`src/rtl/fp_pkg.sv`:
```
// Shared definitions for the floating-point normalise/round path.
// Holds the default float format, derived widths, field offsets and the
// constant bit patterns for infinity and zero.
package fp_pkg;

    localparam int DEF_EXPONENT = 8;
    localparam int DEF_MANTISSA = 23;

    localparam int EXP_BIAS = (1 << (DEF_EXPONENT - 1)) - 1;

    // Adder magnitude: 2 extra MSBs, hidden bit, fraction, 2 guard LSBs.
    localparam int SUM_W   = DEF_MANTISSA + 5;
    // Internal exponent: signed, with headroom for overflow and underflow.
    localparam int EXPI_W  = DEF_EXPONENT + 2;
    localparam int FLOAT_W = DEF_EXPONENT + DEF_MANTISSA + 1;

    // Packed-float field offsets.
    localparam int FRAC_LSB = 0;
    localparam int EXP_LSB  = DEF_MANTISSA;
    localparam int SIGN_BIT = DEF_EXPONENT + DEF_MANTISSA;

    function automatic logic [FLOAT_W-1:0] inf_pattern(input logic sign);
        logic [FLOAT_W-1:0] pat;
        pat                           = '0;
        pat[SIGN_BIT]                 = sign;
        pat[EXP_LSB +: DEF_EXPONENT]  = '1;
        return pat;
    endfunction

    function automatic logic [FLOAT_W-1:0] zero_pattern(input logic sign);
        logic [FLOAT_W-1:0] pat;
        pat           = '0;
        pat[SIGN_BIT] = sign;
        return pat;
    endfunction

endpackage

```
`src/rtl/fp_norm_round_if.sv`:
```
// Handshake bundle between the mantissa adder, the normaliser/rounder and
// the accumulator stage.
//   in_valid/in_ready          : input beat handshake
//   sum_unsigned/sum_sign      : sign-magnitude sum from the adder
//   exp_max                    : common aligned exponent
//   out_valid/out_ready        : output beat handshake
//   result/ovf/unf             : packed float and saturation flags
// master = upstream+downstream driver side, slave = the rounder.
interface fp_norm_round_if #(
    parameter int EXPONENT = 8,
    parameter int MANTISSA = 23
);
    logic                         in_valid;
    logic                         in_ready;
    logic [MANTISSA+4:0]          sum_unsigned;
    logic                         sum_sign;
    logic [EXPONENT-1:0]          exp_max;
    logic                         out_valid;
    logic                         out_ready;
    logic [EXPONENT+MANTISSA:0]   result;
    logic                         ovf;
    logic                         unf;

    modport master (
        output in_valid, sum_unsigned, sum_sign, exp_max, out_ready,
        input  in_ready, out_valid, result, ovf, unf
    );

    modport slave (
        input  in_valid, sum_unsigned, sum_sign, exp_max, out_ready,
        output in_ready, out_valid, result, ovf, unf
    );
endinterface

```
`src/rtl/fp_lzc.sv`:
```
// Combinational leading-zero counter.
//   data     : operand
//   count    : number of zeros above the most significant one (WIDTH if zero)
//   all_zero : operand is zero
module fp_lzc #(
    parameter int WIDTH = 28,
    parameter int CNT_W = $clog2(WIDTH + 1)
) (
    input  logic [WIDTH-1:0] data,
    output logic [CNT_W-1:0] count,
    output logic             all_zero
);

    // Ascending scan: the last hit is the most significant one.
    always_comb begin
        count = CNT_W'(WIDTH);
        for (int i = 0; i < WIDTH; i++) begin
            if (data[i]) begin
                count = CNT_W'(WIDTH - 1 - i);
            end
        end
    end

    assign all_zero = ~|data;

endmodule

```
`src/rtl/fp_norm_round.sv`:
```
// Three-stage normaliser/rounder behind the three-input mantissa adder.
// S1 captures the sum and finds its leading one, S2 normalises and forms
// the exponent, S3 rounds to nearest-even and packs the result.
//   clk, rst_n : clock, asynchronous active-low reset
//   bus        : fp_norm_round_if slave (input beat in, packed float out)
// The float format defaults come from fp_pkg; the packed INF/ZERO patterns
// assume the instance uses that default format.
module fp_norm_round
    import fp_pkg::*;
#(
    parameter int EXPONENT = DEF_EXPONENT,
    parameter int MANTISSA = DEF_MANTISSA
) (
    input  logic           clk,
    input  logic           rst_n,
    fp_norm_round_if.slave bus
);

    localparam int SW    = MANTISSA + 5;
    localparam int EW    = EXPONENT + 2;
    localparam int FW    = EXPONENT + MANTISSA + 1;
    localparam int LZC_W = $clog2(SW + 1);

    logic v1, v2, v3;
    logic adv1, adv2;

    logic [SW-1:0]       s1_sum;
    logic                s1_sign;
    logic [EXPONENT-1:0] s1_exp;
    logic [LZC_W-1:0]    s1_lzc;
    logic                s1_zero;
    logic [SW-2:0]       s1_shifted;
    logic signed [EW-1:0] s1_e;

    logic [MANTISSA-1:0] s2_frac;
    logic                s2_guard;
    logic                s2_sticky;
    logic                s2_zero;
    logic                s2_sign;
    logic signed [EW-1:0] s2_e;

    logic                 round_up;
    logic [MANTISSA:0]    frac_sum;
    logic signed [EW-1:0] e_r;
    logic [FW-1:0]        next_result;
    logic                 next_ovf;
    logic                 next_unf;

    logic [FW-1:0] result_q;
    logic          ovf_q;
    logic          unf_q;

    // A stage may load when it is empty or its successor is draining,
    // so bubbles collapse and in_ready follows out_ready combinationally.
    assign adv2         = !v3 || bus.out_ready;
    assign adv1         = !v2 || adv2;
    assign bus.in_ready = !v1 || adv1;

    assign bus.out_valid = v3;
    assign bus.result    = result_q;
    assign bus.ovf       = ovf_q;
    assign bus.unf       = unf_q;

    fp_lzc #(.WIDTH(SW), .CNT_W(LZC_W)) u_lzc (
        .data     (s1_sum),
        .count    (s1_lzc),
        .all_zero (s1_zero)
    );

    // After the shift the leading one sits in the MSB, which is implied,
    // so only the bits below it are kept.
    assign s1_shifted = (SW-1)'(s1_sum << s1_lzc);

    // e = exp_max + p - (MANTISSA+2), with p = (MANTISSA+4) - lzc.
    assign s1_e = $signed(EW'(s1_exp)) + $signed(EW'(MANTISSA + 4))
                - $signed(EW'(s1_lzc)) - $signed(EW'(MANTISSA + 2));

    // Round half to even; a carry out of the fraction bumps the exponent
    // and leaves the fraction at zero.
    always_comb begin
        round_up = s2_guard && (s2_sticky || s2_frac[0]);
        frac_sum = {1'b0, s2_frac} + {{MANTISSA{1'b0}}, round_up};
        e_r      = s2_e + $signed({{(EW-1){1'b0}}, frac_sum[MANTISSA]});
        next_ovf = 1'b0;
        next_unf = 1'b0;
        if (s2_zero) begin
            next_result = zero_pattern(1'b0);
        end else if (e_r >= $signed(EW'((1 << EXPONENT) - 1))) begin
            next_result = inf_pattern(s2_sign);
            next_ovf    = 1'b1;
        end else if (e_r <= $signed(EW'(0))) begin
            next_result = zero_pattern(s2_sign);
            next_unf    = 1'b1;
        end else begin
            next_result = {s2_sign, e_r[EXPONENT-1:0], frac_sum[MANTISSA-1:0]};
        end
    end

    // S1: capture the adder output.
    always_ff @(posedge clk or negedge rst_n) begin
        if (!rst_n) begin
            v1      <= 1'b0;
            s1_sum  <= '0;
            s1_sign <= 1'b0;
            s1_exp  <= '0;
        end else if (bus.in_ready) begin
            v1 <= bus.in_valid;
            if (bus.in_valid) begin
                s1_sum  <= bus.sum_unsigned;
                s1_sign <= bus.sum_sign;
                s1_exp  <= bus.exp_max;
            end
        end
    end

    // S2: register the normalised fraction, guard/sticky and exponent.
    always_ff @(posedge clk or negedge rst_n) begin
        if (!rst_n) begin
            v2        <= 1'b0;
            s2_frac   <= '0;
            s2_guard  <= 1'b0;
            s2_sticky <= 1'b0;
            s2_zero   <= 1'b0;
            s2_sign   <= 1'b0;
            s2_e      <= '0;
        end else if (adv1) begin
            v2 <= v1;
            if (v1) begin
                s2_frac   <= s1_shifted[MANTISSA+3:4];
                s2_guard  <= s1_shifted[3];
                s2_sticky <= |s1_shifted[2:0];
                s2_zero   <= s1_zero;
                s2_sign   <= s1_sign;
                s2_e      <= s1_e;
            end
        end
    end

    // S3: register the packed result; it holds while downstream stalls.
    always_ff @(posedge clk or negedge rst_n) begin
        if (!rst_n) begin
            v3       <= 1'b0;
            result_q <= '0;
            ovf_q    <= 1'b0;
            unf_q    <= 1'b0;
        end else if (adv2) begin
            v3 <= v2;
            if (v2) begin
                result_q <= next_result;
                ovf_q    <= next_ovf;
                unf_q    <= next_unf;
            end
        end
    end

endmodule

```
`src/flat_wrapper.sv`:
```
// flat-port wrapper written by rule: the top's interface ports become plain ports
module fp_norm_round_flat import fp_pkg::*;
#(
    parameter int EXPONENT = DEF_EXPONENT,
    parameter int MANTISSA = DEF_MANTISSA
)
  (clk, rst_n, bus_in_valid, bus_sum_unsigned, bus_sum_sign, bus_exp_max, bus_out_ready, bus_in_ready, bus_out_valid, bus_result, bus_ovf, bus_unf);
  fp_norm_round_if #(.EXPONENT(EXPONENT), .MANTISSA(MANTISSA)) bus_i ();
  input  logic clk;
  input  logic rst_n;
  input wire logic [$bits(bus_i.in_valid)-1:0] bus_in_valid;
  input wire logic [$bits(bus_i.sum_unsigned)-1:0] bus_sum_unsigned;
  input wire logic [$bits(bus_i.sum_sign)-1:0] bus_sum_sign;
  input wire logic [$bits(bus_i.exp_max)-1:0] bus_exp_max;
  input wire logic [$bits(bus_i.out_ready)-1:0] bus_out_ready;
  output wire logic [$bits(bus_i.in_ready)-1:0] bus_in_ready;
  output wire logic [$bits(bus_i.out_valid)-1:0] bus_out_valid;
  output wire logic [$bits(bus_i.result)-1:0] bus_result;
  output wire logic [$bits(bus_i.ovf)-1:0] bus_ovf;
  output wire logic [$bits(bus_i.unf)-1:0] bus_unf;
  assign bus_i.in_valid = bus_in_valid;
  assign bus_i.sum_unsigned = bus_sum_unsigned;
  assign bus_i.sum_sign = bus_sum_sign;
  assign bus_i.exp_max = bus_exp_max;
  assign bus_i.out_ready = bus_out_ready;
  assign bus_in_ready = bus_i.in_ready;
  assign bus_out_valid = bus_i.out_valid;
  assign bus_result = bus_i.result;
  assign bus_ovf = bus_i.ovf;
  assign bus_unf = bus_i.unf;
  fp_norm_round #(.EXPONENT(EXPONENT), .MANTISSA(MANTISSA)) u_core (.clk(clk), .rst_n(rst_n), .bus(bus_i));
endmodule
```
`config.mk`:
```
export PLATFORM = sky130hd
export DESIGN_NAME = fp_norm_round_flat
export DESIGN_NICKNAME = d
export VERILOG_FILES = /design/src/rtl/fp_pkg.sv /design/src/rtl/fp_norm_round_if.sv /design/src/rtl/fp_lzc.sv /design/src/rtl/fp_norm_round.sv /design/src/flat_wrapper.sv
export SDC_FILE = /design/constraint.sdc
export NUM_CORES = 1
export LEC_CHECK = 0
export BUFFER_PORTS_ARGS = -buffer_cell sky130_fd_sc_hd__buf_4
export CAP_MARGIN = 20
export CORE_UTILIZATION = 40
export DETAILED_ROUTE_END_ITERATION = 16
export GPL_TIMING_DRIVEN = 0
export HOLD_SLACK_MARGIN = 0.02
export SLEW_MARGIN = 20
export SYNTH_ARGS = -nofsm -noshare
export SYNTH_HDL_FRONTEND = slang
export SYNTH_HIERARCHICAL = 1
export SYNTH_SLANG_ARGS = --single-unit
```
`constraint.sdc`:
```
create_clock -name clk -period 9.1 [get_ports clk]
set_input_delay 0.91 -clock clk [delete_from_list [all_inputs] [get_ports clk]]
set_output_delay 0.91 -clock clk [all_outputs]
set_load 0.02 [all_outputs]
```
==> results.rst, run 1 <==
.. list-table::
   :header-rows: 1

   * - Metric
     - Value
   * - Max-cap violations
     - 0
   * - Synth Area in Compound Gates
     - 0.1281
   * - Share of total power in sequential cells
     - 0.387
   * - Total Die Area
     - 18,270 µm²
   * - Via count of the first global-routing pass
     - 5,710
   * - Number of enable flip-flop cells after synthesis
     - 0
   * - Most frequent cells in the layout
     - dfrtp_1, nand2_1, buf_4
   * - Detailed Route Iter0 Violations
     - 435
   * - Max stage delay on crit path
     - 0.54 ns
   * - Standard-cell row count
     - 48
   * - Final Hold Vio Count
     - 0
   * - Deepest clock path buffer count
     - 2
   * - Avg Synthesized Cell Area
     - 9.976 µm²
   * - Tightest Pin Transition
     - 0.6759 ns
   * - Die boundary height
     - 135.2 µm
   * - Total leakage power
     - 3.516 nW
   * - Share of post-route cells with drive strength above 1
     - 0.2316
   * - WP data required
     - 9.33 ns
   * - DRC violation count after routing
     - 0
   * - Synth-to-Final Area Change
     - 16.48%
   * - Post-synthesis mux area share
     - 0.1861
   * - Final-report max-slew violation count
     - 0
   * - Number of buffers inserted by post-CTS setup repair
     - 0
   * - Pre-CTS setup slack
     - 4.664 ns
   * - FILL cells
     - 1,649
   * - I/O pin count
     - 77
   * - Top fanout value on the critical path
     - 10
   * - Antenna-violating nets left
     - 0
   * - Die X-Extent
     - 135.2 µm
   * - Root cell of the clock tree
     - clkbuf_16
   * - Number of warnings reported in the yosys synthesis log
     - 6
   * - Cell Count Post-Placement
     - 1,012
   * - Sum of negative setup slack
     - 0 ns
   * - Clock share of power
     - 0.187
   * - Avg Vias per Cell
     - 5.589
   * - Setup repair after global routing missed its margin
     - false
   * - Max stage delay cell, worst path
     - a2111oi_0
   * - Post-Synthesis Net Count
     - 770
   * - Result of the run
     - complete, no violations
   * - Most common library cell in the layout ignoring fill and taps
     - dfrtp_1
   * - Cell chain of the critical path
     - nor4_1 -> nand2_1 -> a31oi_1 -> o21ai_1 -> and3_1 -> inv_1 -> clkbuf_1 -> clkbuf_1 -> ha_1 -> ha_1 -> a21o_1 -> a21o_1 -> a2111oi_0 -> or4_1 -> nand3_1
   * - Internal power of the cells
     - 1.273 mW
   * - P_sw
     - 0.8436 mW
   * - Class of the tightest hold or removal check
     - in2async
   * - Number of hold buffers added after CTS
     - 0
   * - H-tree depth
     - 3
   * - Type of element launching the critical path
     - flip-flop
   * - Arithmetic-cell share of the synthesized area counting full adders, half adders and majority gates
     - 0.03281
   * - Total gr overflow
     - 0
   * - Worst Path Class, Setup
     - reg2reg
   * - PostCTS Resize Cnt
     - 0
   * - Tcrit/Tclk final
     - 0.4913
   * - Clock edge transition at the registers on the reported setup and hold paths
     - 0.07 ns
   * - Nets@finish
     - 858
   * - Smallest hold slack
     - 0.4137 ns
   * - Half-perimeter wire length after placement
     - 14,260 µm
   * - Overall via count from detail_route
     - 5,745
   * - XOR/XNOR Fraction of Synth Area
     - 0.04198
   * - Maximum number of pins on one net before global-route repair
     - 112
   * - Async SR Flop Fraction
     - 1.000
   * - Total Wirelength
     - 18,450 µm
   * - Starting density of the core
     - 0.4101
   * - ANT cells
     - 0
   * - Simple logic cell fraction of the synthesized area
     - 0.1716
   * - Highest ir drop seen on vdd
     - 0.0001450 V
   * - TritonCTS sink count
     - 111
   * - Global-route wire length before repair
     - 29,970 µm
   * - Final number of setup-violating endpoints
     - 0
   * - Overall Global Routing Usage
     - 0.2126
   * - Post-Syn Area
     - 7093 µm²
   * - Number of detailed-routing iterations run before antenna repair
     - 6
   * - Synth cell types
     - 70
   * - Power per Cell Area
     - 256.2 nW/µm²
   * - Headroom to the max-slew limit
     - 0.5452
   * - Maximum clock skew at final layout
     - 0.007703 ns
   * - Largest family of logic cells by synthesized area
     - multiplexers
   * - Endpoint type of the worst setup path
     - flip-flop
   * - Number of buffers inserted during clock tree synthesis
     - 9
   * - Arrival time reported for the critical path endpoint
     - 4.70 ns
   * - Share of the yosys chip area belonging to registers
     - 0.3916
   * - Antenna violations before repair
     - 0
   * - Count of port buffers added during placement
     - 76
   * - Final cell count without fillers
     - 1,028
   * - Most frequently used flop master after synthesis
     - dfrtp_1
   * - Gp weighted congestion
     - 0.9191
   * - Switching part of the total
     - 0.3985
   * - Cells after Synth
     - 711
   * - Highest clock rate
     - 223.7 MHz
   * - Count of state elements after synthesis
     - 111
   * - Total Power Consumption
     - 2.117 mW
   * - Clock network latency to the later pin of the worst-skew pair
     - 0.36 ns
   * - CTS tree
     - done
   * - Core region area
     - 17,300 µm²
   * - Number of cells on the worst reg-to-reg path
     - 15
   * - Routed wire length per instance
     - 17.95 µm
   * - Clock period minus worst slack
     - 4.471 ns
   * - Combinational Power Share
     - 0.426
   * - Setup slack after layout
     - 4.629 ns
[cell type report]
class | instances | area, µm² | share of cell area
Buffer | 42 | 237.7 | 0.02877
Clock buffer | 11 | 232.7 | 0.02817
Clock inverter | 4 | 52.55 | 0.006361
Inverter | 27 | 101.3 | 0.01227
Multi-Input combinational cell | 531 | 3976 | 0.4813
Sequential cell | 111 | 2778 | 0.3362
Tap cell | 225 | 281.5 | 0.03408
Timing Repair Buffer | 77 | 601.8 | 0.07285
[power groups by stage]
stage | clock [mW] | combinational, mW | sequential [mW]
after floorplan | 0 | 0.543 | 0.857
after global placement | 0 | 0.885 | 0.816
after detailed placement | 0 | 0.898 | 0.828
after CTS | 0.410 | 0.903 | 0.818
after global routing | 0.430 | 0.990 | 0.842
final | 0.396 | 0.902 | 0.819
[logic make-up after synthesis]
| group | after synthesis |
|---|---|
| compound gates | 129 |
| xor+xnor | 34 |
| fa+ha+maj | 18 |
| buf+inv | 69 |
| flops | 111 |
| mux | 102 |
| simple gates | 248 |
[critical path: cells and delay by family, from the launching register on]
kind            cells  cell delay [ns]
buf+inv             3             1.08
flops               1             0.48
compound gates      5             1.19
simple gates        5             0.95
fa+ha+maj           2             0.66
[cell usage after synthesis, drive strengths merged, types with 8 or more instances]
master	n	area, µm²
dfrtp	111	2778
nand2	91	349.1
mux2	49	551.8
nor2	45	168.9
mux2i	34	340.3
o31ai	30	230.2
inv	27	101.4
o21ai	27	135.1
clkbuf	23	98.84
nand3	23	127.6
xor2	20	175.2
mux4	19	427.9
nor3	19	100.1
a21oi	17	85.08
buf	17	118.9
ha	17	212.7
nand4	15	93.84
xnor2	14	122.6
and3	11	70.07
nor4	10	68.81
a22o	8	70.07
[through the flow]
stage | util | area [µm²]
CTS | 0.4761 | 8234
detailed placement | 0.4596 | 7949
global placement | 0.4593 | 7945
global route | 0.4776 | 8262
floorplan | - | 7093
finish | 0.4776 | 8262
[sequential cells by signal, indices dropped and copies added, names as in the netlist]
| register | count |
|---|---|
| u_core/bus.out_valid | 1 |
| u_core/bus.ovf | 1 |
| u_core/bus.result | 32 |
| u_core/bus.unf | 1 |
| u_core/s1_exp | 8 |
| u_core/s1_sign | 1 |
| u_core/s1_sum | 28 |
| u_core/s2_e | 10 |
| u_core/s2_frac | 23 |
| u_core/s2_guard | 1 |
| u_core/s2_sign | 1 |
| u_core/s2_sticky | 1 |
| u_core/s2_zero | 1 |
| u_core/v1 | 1 |
| u_core/v2 | 1 |
[final timing paths]
path	slack, ns	endpoint	startpoint
max	4.63	u_core/s2_e[8]	u_core/s1_sum[5]
min reg2reg	0.48	u_core/bus.ovf	u_core/bus.ovf
min	0.41	u_core/bus.result[27]	rst_n
max reg2reg	4.63	u_core/s2_e[8]	u_core/s1_sum[5]
max in group asynchronous	7.99	u_core/s1_sum[5]	rst_n
min in group clk	0.48	u_core/bus.ovf	u_core/bus.ovf
[per-layer routing]
layer / vias to the layer above / track usage / part of all wire
li1: 2784 / - / -
met1: 2767 / 0.2720 / 0.45
met2: 167 / 0.3624 / 0.48
met3: 27 / 0.04302 / 0.042
met4: 0 / 0.06180 / 0.023
met5: - / 0 / 0
Note: power is estimated with default switching activity, not from simulation.
==> run 2, diff against run 1 <==
--- a/config.mk
+++ b/config.mk
@@ -5,6 +5,7 @@
 export SDC_FILE = /design/constraint.sdc
 export NUM_CORES = 1
 export LEC_CHECK = 0
+export ABC_AREA = 1
 export BUFFER_PORTS_ARGS = -buffer_cell sky130_fd_sc_hd__buf_4
 export CAP_MARGIN = 20
 export CORE_UTILIZATION = 40
==> constraint.sdc (replaced) <==
create_clock -name clk -period 4.4 [get_ports clk]
set_input_delay 0.44 -clock clk [delete_from_list [all_inputs] [get_ports clk]]
set_output_delay 0.44 -clock clk [all_outputs]
set_load 0.02 [all_outputs]
==> run 2 against run 1 <==
Net effect: final cell count increased by 28%; clock skew decreased by 0.0019 ns; combinational power increased by 140%; area after synthesis increased by 0.39%; global-route usage increased by 0.40 points.
==> results.rst, run 2 <==
.. list-table::
   :header-rows: 1

   * - Metric
     - Value
   * - Standard-cell row count
     - 48 (unchanged)
   * - Avg Vias per Cell
     - 4.934 (-12%)
   * - Number of buffers inserted by post-CTS setup repair
     - 0 (unchanged)
   * - Detailed Route Iter0 Violations
     - 346 (-20%)
   * - Area share of the leading cell type in the synthesized netlist
     - 0.3901 (-0.001514)
   * - PostCTS Resize Cnt
     - 0 (unchanged)
   * - Top fanout value on the critical path
     - 6 (-4)
   * - Number of hold buffers added after CTS
     - 0 (unchanged)
   * - I/O pin count
     - 77 (unchanged)
   * - Avg Synthesized Cell Area
     - 7.128 µm² (-29%)
   * - Highest ir drop seen on vdd
     - 0.0003963 V (+170%)
   * - Clock network latency to the later pin of the worst-skew pair
     - 0.36 ns (about the same)
   * - Number of buffers inserted during clock tree synthesis
     - 9 (unchanged)
   * - Clock share of power
     - 0.176 (-0.011)
   * - Number of flip-flops under the largest register name
     - 32 (unchanged)
   * - Critical path launch point
     - u_core/s1_sum[3]
   * - Count of port buffers added during placement
     - 76 (unchanged)
   * - Tcrit/Tclk final
     - 0.9222 (+0.4309)
   * - Most frequent cells in the layout
     - nand2_1, dfrtp_1, inv_1
   * - Multi-input logic area
     - 3712 µm² (-6.6%)
   * - Cell repeated most along the worst path
     - nand2_1
   * - Internal power of the cells
     - 2.632 mW (+110%)
   * - Post-Syn Area
     - 7121 µm² (+0.39%)
   * - Final number of setup-violating endpoints
     - 0 (unchanged)
   * - Main area contributors after synthesis
     - dfrtp_1, nand2_1, inv_1
   * - Arrival time reported for the critical path endpoint
     - 4.34 ns (-0.36 ns)
   * - Maximum clock skew at final layout
     - 0.005813 ns (-0.001890 ns)
   * - Switching part of the total
     - 0.4358 (+0.03728)
   * - Overall Global Routing Usage
     - 0.2166 (+0.004025)
   * - Endpoint type of the worst setup path
     - flip-flop
   * - Total leakage power
     - 4.188 nW (+19%)
   * - Deepest clock path buffer count
     - 2 (unchanged)
   * - Combinational Power Share
     - 0.459 (+0.033)
   * - DRC violation count after routing
     - 0 (unchanged)
   * - Result of the run
     - complete, no violations
   * - Gp weighted congestion
     - 0.8845 (-3.8%)
   * - Max stage delay on crit path
     - 0.67 ns (+0.13 ns)
   * - Worst r2r src
     - u_core/s1_sum[3]
   * - Cell chain of the critical path
     - o311ai_1 -> nand3_1 -> nand3_1 -> nand3_1 -> nand2_1 -> nand2_1 -> nand2_1 -> nand2_1 -> nand2_1 -> a21oi_1 -> a211oi_1 -> ha_1 -> inv_1 -> ha_1 -> inv_1 -> fa_1 -> o21ai_0 -> nand2_1 -> nand2_1 -> a21oi_1 -> xor2_1 -> o21ai_0
   * - Synth-to-Final Area Change
     - 16.66%
   * - Number of warnings reported in the yosys synthesis log
     - 6 (unchanged)
   * - Count of state elements after synthesis
     - 111 (unchanged)
   * - Number of cells on the worst reg-to-reg path
     - 22 (+7)
   * - Post-Synthesis Net Count
     - 1,058 (+37%)
   * - CTS tree
     - done
   * - Final-report max-slew violation count
     - 0 (unchanged)
   * - Via count of the first global-routing pass
     - 6,097 (+6.8%)
   * - Root cell of the clock tree
     - clkbuf_16
   * - Share of total power in sequential cells
     - 0.365 (-0.022)
   * - Global-route wire length before repair
     - 30,880 µm (+3.0%)
   * - Power per Cell Area
     - 561.5 nW/µm² (+120%)
   * - Maximum number of pins on one net before global-route repair
     - 65 (-42%)
   * - Share of the yosys chip area belonging to registers
     - 0.3901 (-0.001514)
   * - Share of post-route cells with drive strength above 1
     - 0.1412 (-0.09048)
   * - Sum of negative setup slack
     - 0 ns (unchanged)
   * - Headroom to the max-slew limit
     - 0.4540 (-0.09119)
   * - Final instance area
     - 8307 µm² (+0.55%)
   * - Starting density of the core
     - 0.4103 (about the same)
   * - Cell type with the highest aggregate area in the netlist
     - dfrtp_1
   * - Synth cell types
     - 47 (-33%)
   * - Class of the tightest hold or removal check
     - in2async
   * - Half-perimeter wire length after placement
     - 15,020 µm (+5.3%)
   * - Sequential Area
     - 2778 µm² (unchanged)
   * - TritonCTS sink count
     - 111 (unchanged)
   * - Antenna-violating nets left
     - 0 (unchanged)
   * - Routed wire length per instance
     - 14.15 µm (-21%)
   * - P_sw
     - 2.033 mW (+140%)
   * - Total Wirelength
     - 18,620 µm (+0.93%)
   * - Clock period minus worst slack
     - 4.058 ns (-0.4132 ns)
   * - Nets@finish
     - 1,146 (+34%)
   * - H-tree depth
     - 3 (unchanged)
   * - Final Hold Vio Count
     - 0 (unchanged)
   * - Worst Path Class, Setup
     - reg2reg
   * - Max-cap violations
     - 0 (unchanged)
   * - Total Die Area
     - 18,340 µm² (+0.38%)
   * - Commonest cells post-synth
     - nand2_1, dfrtp_1, inv_1, nor2_1
   * - Reg-to-reg endpoint
     - u_core/s2_e[7]
   * - Setup repair after global routing missed its margin
     - false
   * - Highest clock rate
     - 246.4 MHz (+10%)
   * - Number of detailed-routing iterations run before antenna repair
     - 5 (-1)
   * - Flop-to-flop setup slack
     - 0.34 ns (-4.29 ns)
   * - Core region area
     - 17,360 µm² (+0.35%)
   * - Antenna violations before repair
     - 0 (unchanged)
   * - Type of element launching the critical path
     - flip-flop
   * - Number of enable flip-flop cells after synthesis
     - 0 (unchanged)
   * - ANT cells
     - 0 (unchanged)
   * - Die X-Extent
     - 135.4 µm (+0.19%)
   * - WP data required
     - 4.68 ns (-4.65 ns)
   * - Total gr overflow
     - 0 (unchanged)
   * - Clock edge transition at the registers on the reported setup and hold paths
     - 0.07 ns (about the same)
   * - Die boundary height
     - 135.4 µm (+0.19%)
   * - Overall via count from detail_route
     - 6,493 (+13%)
   * - Max stage delay cell, worst path
     - a211oi_1
   * - Cells after Synth
     - 999 (+41%)
   * - Most frequently used flop master after synthesis
     - dfrtp_1
   * - Async SR Flop Fraction
     - 1.000 (unchanged)
   * - FILL cells
     - 1,845 (+12%)
   * - Tightest Pin Transition
     - 0.8140 ns (+0.1381 ns)
   * - Total cell area at the placement stage
     - 8004 µm² (+0.69%)
   * - Most common cell in the synthesized netlist
     - nand2_1
   * - Most common library cell in the layout ignoring fill and taps
     - nand2_1
==> run 2: cell type report <==
class / count / area share
buffer: 41 / 0.02365
inverter: 112 / 0.05392
timing repair buffer: 77 / 0.07245
clock inverter: 4 / 0.006778
tap: 225 / 0.03389
multi-input combinational: 735 / 0.4469
clock buffer: 11 / 0.02802
sequential: 111 / 0.3344
==> run 2: worst max-delay path: cells and delay by family, from the launching register on <==
kind	cells	cell delay, ns
AND/OR/NAND/NOR	10	0.78
XOR/XNOR	1	0.15
flip-flops	1	0.44
adder cells (fa/ha/maj)	3	0.92
buffers and inverters	2	0.11
AO/OA/AOI/OAI	6	1.56
==> run 2: worst max path at each step <==
stage / endpoint / slack [ns] / cells past startpoint
after floorplan: u_core/bus.result[10] / 1.01 / 23
after global placement: u_core/bus.result[7] / 0.23 / 23
after detailed placement: u_core/bus.result[10] / 0.17 / 23
after CTS: u_core/bus.result[10] / 0.19 / 23
after global routing: u_core/s2_e[7] / 0.06 / 22
final: u_core/s2_e[7] / 0.34 / 22
==> run 2: metal layers <==
metal	GRT usage	wire, µm	vias up
met4	0.07054	432	0
met2	0.3647	8699	167
met1	0.2831	8735	2903
met3	0.03404	756	30
li1	-	-	3393
met5	0	0	-
==> run 2: per-stage QoR <==
stage	setup slack, ns	std cells	hold WS [ns]	util	power [mW]
after CTS	0.1871	1316	0.02125	0.4778	4.696
after global placement	0.2263	1300	0.4650	0.4593	3.831
after global routing	0.05671	1316	0.03605	0.4786	5.060
after detailed placement	0.1684	1301	0.4067	0.4611	3.852
after floorplan	1.008	999	0.1444	-	3.122
final	0.3423	1316	0.004370	0.4786	4.665
==> run 2: logic make-up (layout without fill, tap and decap cells) <==
kind of cell             Yosys count  count (layout)  synth area share
AO/OA/AOI/OAI                    146             146            0.1160
flip-flops                       111             111            0.3901
AND/OR/NAND/NOR                  539             539            0.3274
XOR/XNOR                          17              17           0.02091
multiplexers                      15              15           0.02249
adder cells (fa/ha/maj)           18              18           0.03268
buffers and inverters            153             245           0.09049
==> run 2: power groups by stage <==
stage	clock network [mW]	registers (mW)	logic [mW]
after global routing	0.888	1.75	2.42
after detailed placement	0	1.72	2.13
after global placement	0	1.71	2.12
after floorplan	0	1.79	1.33
final	0.822	1.70	2.14
after CTS	0.851	1.70	2.15
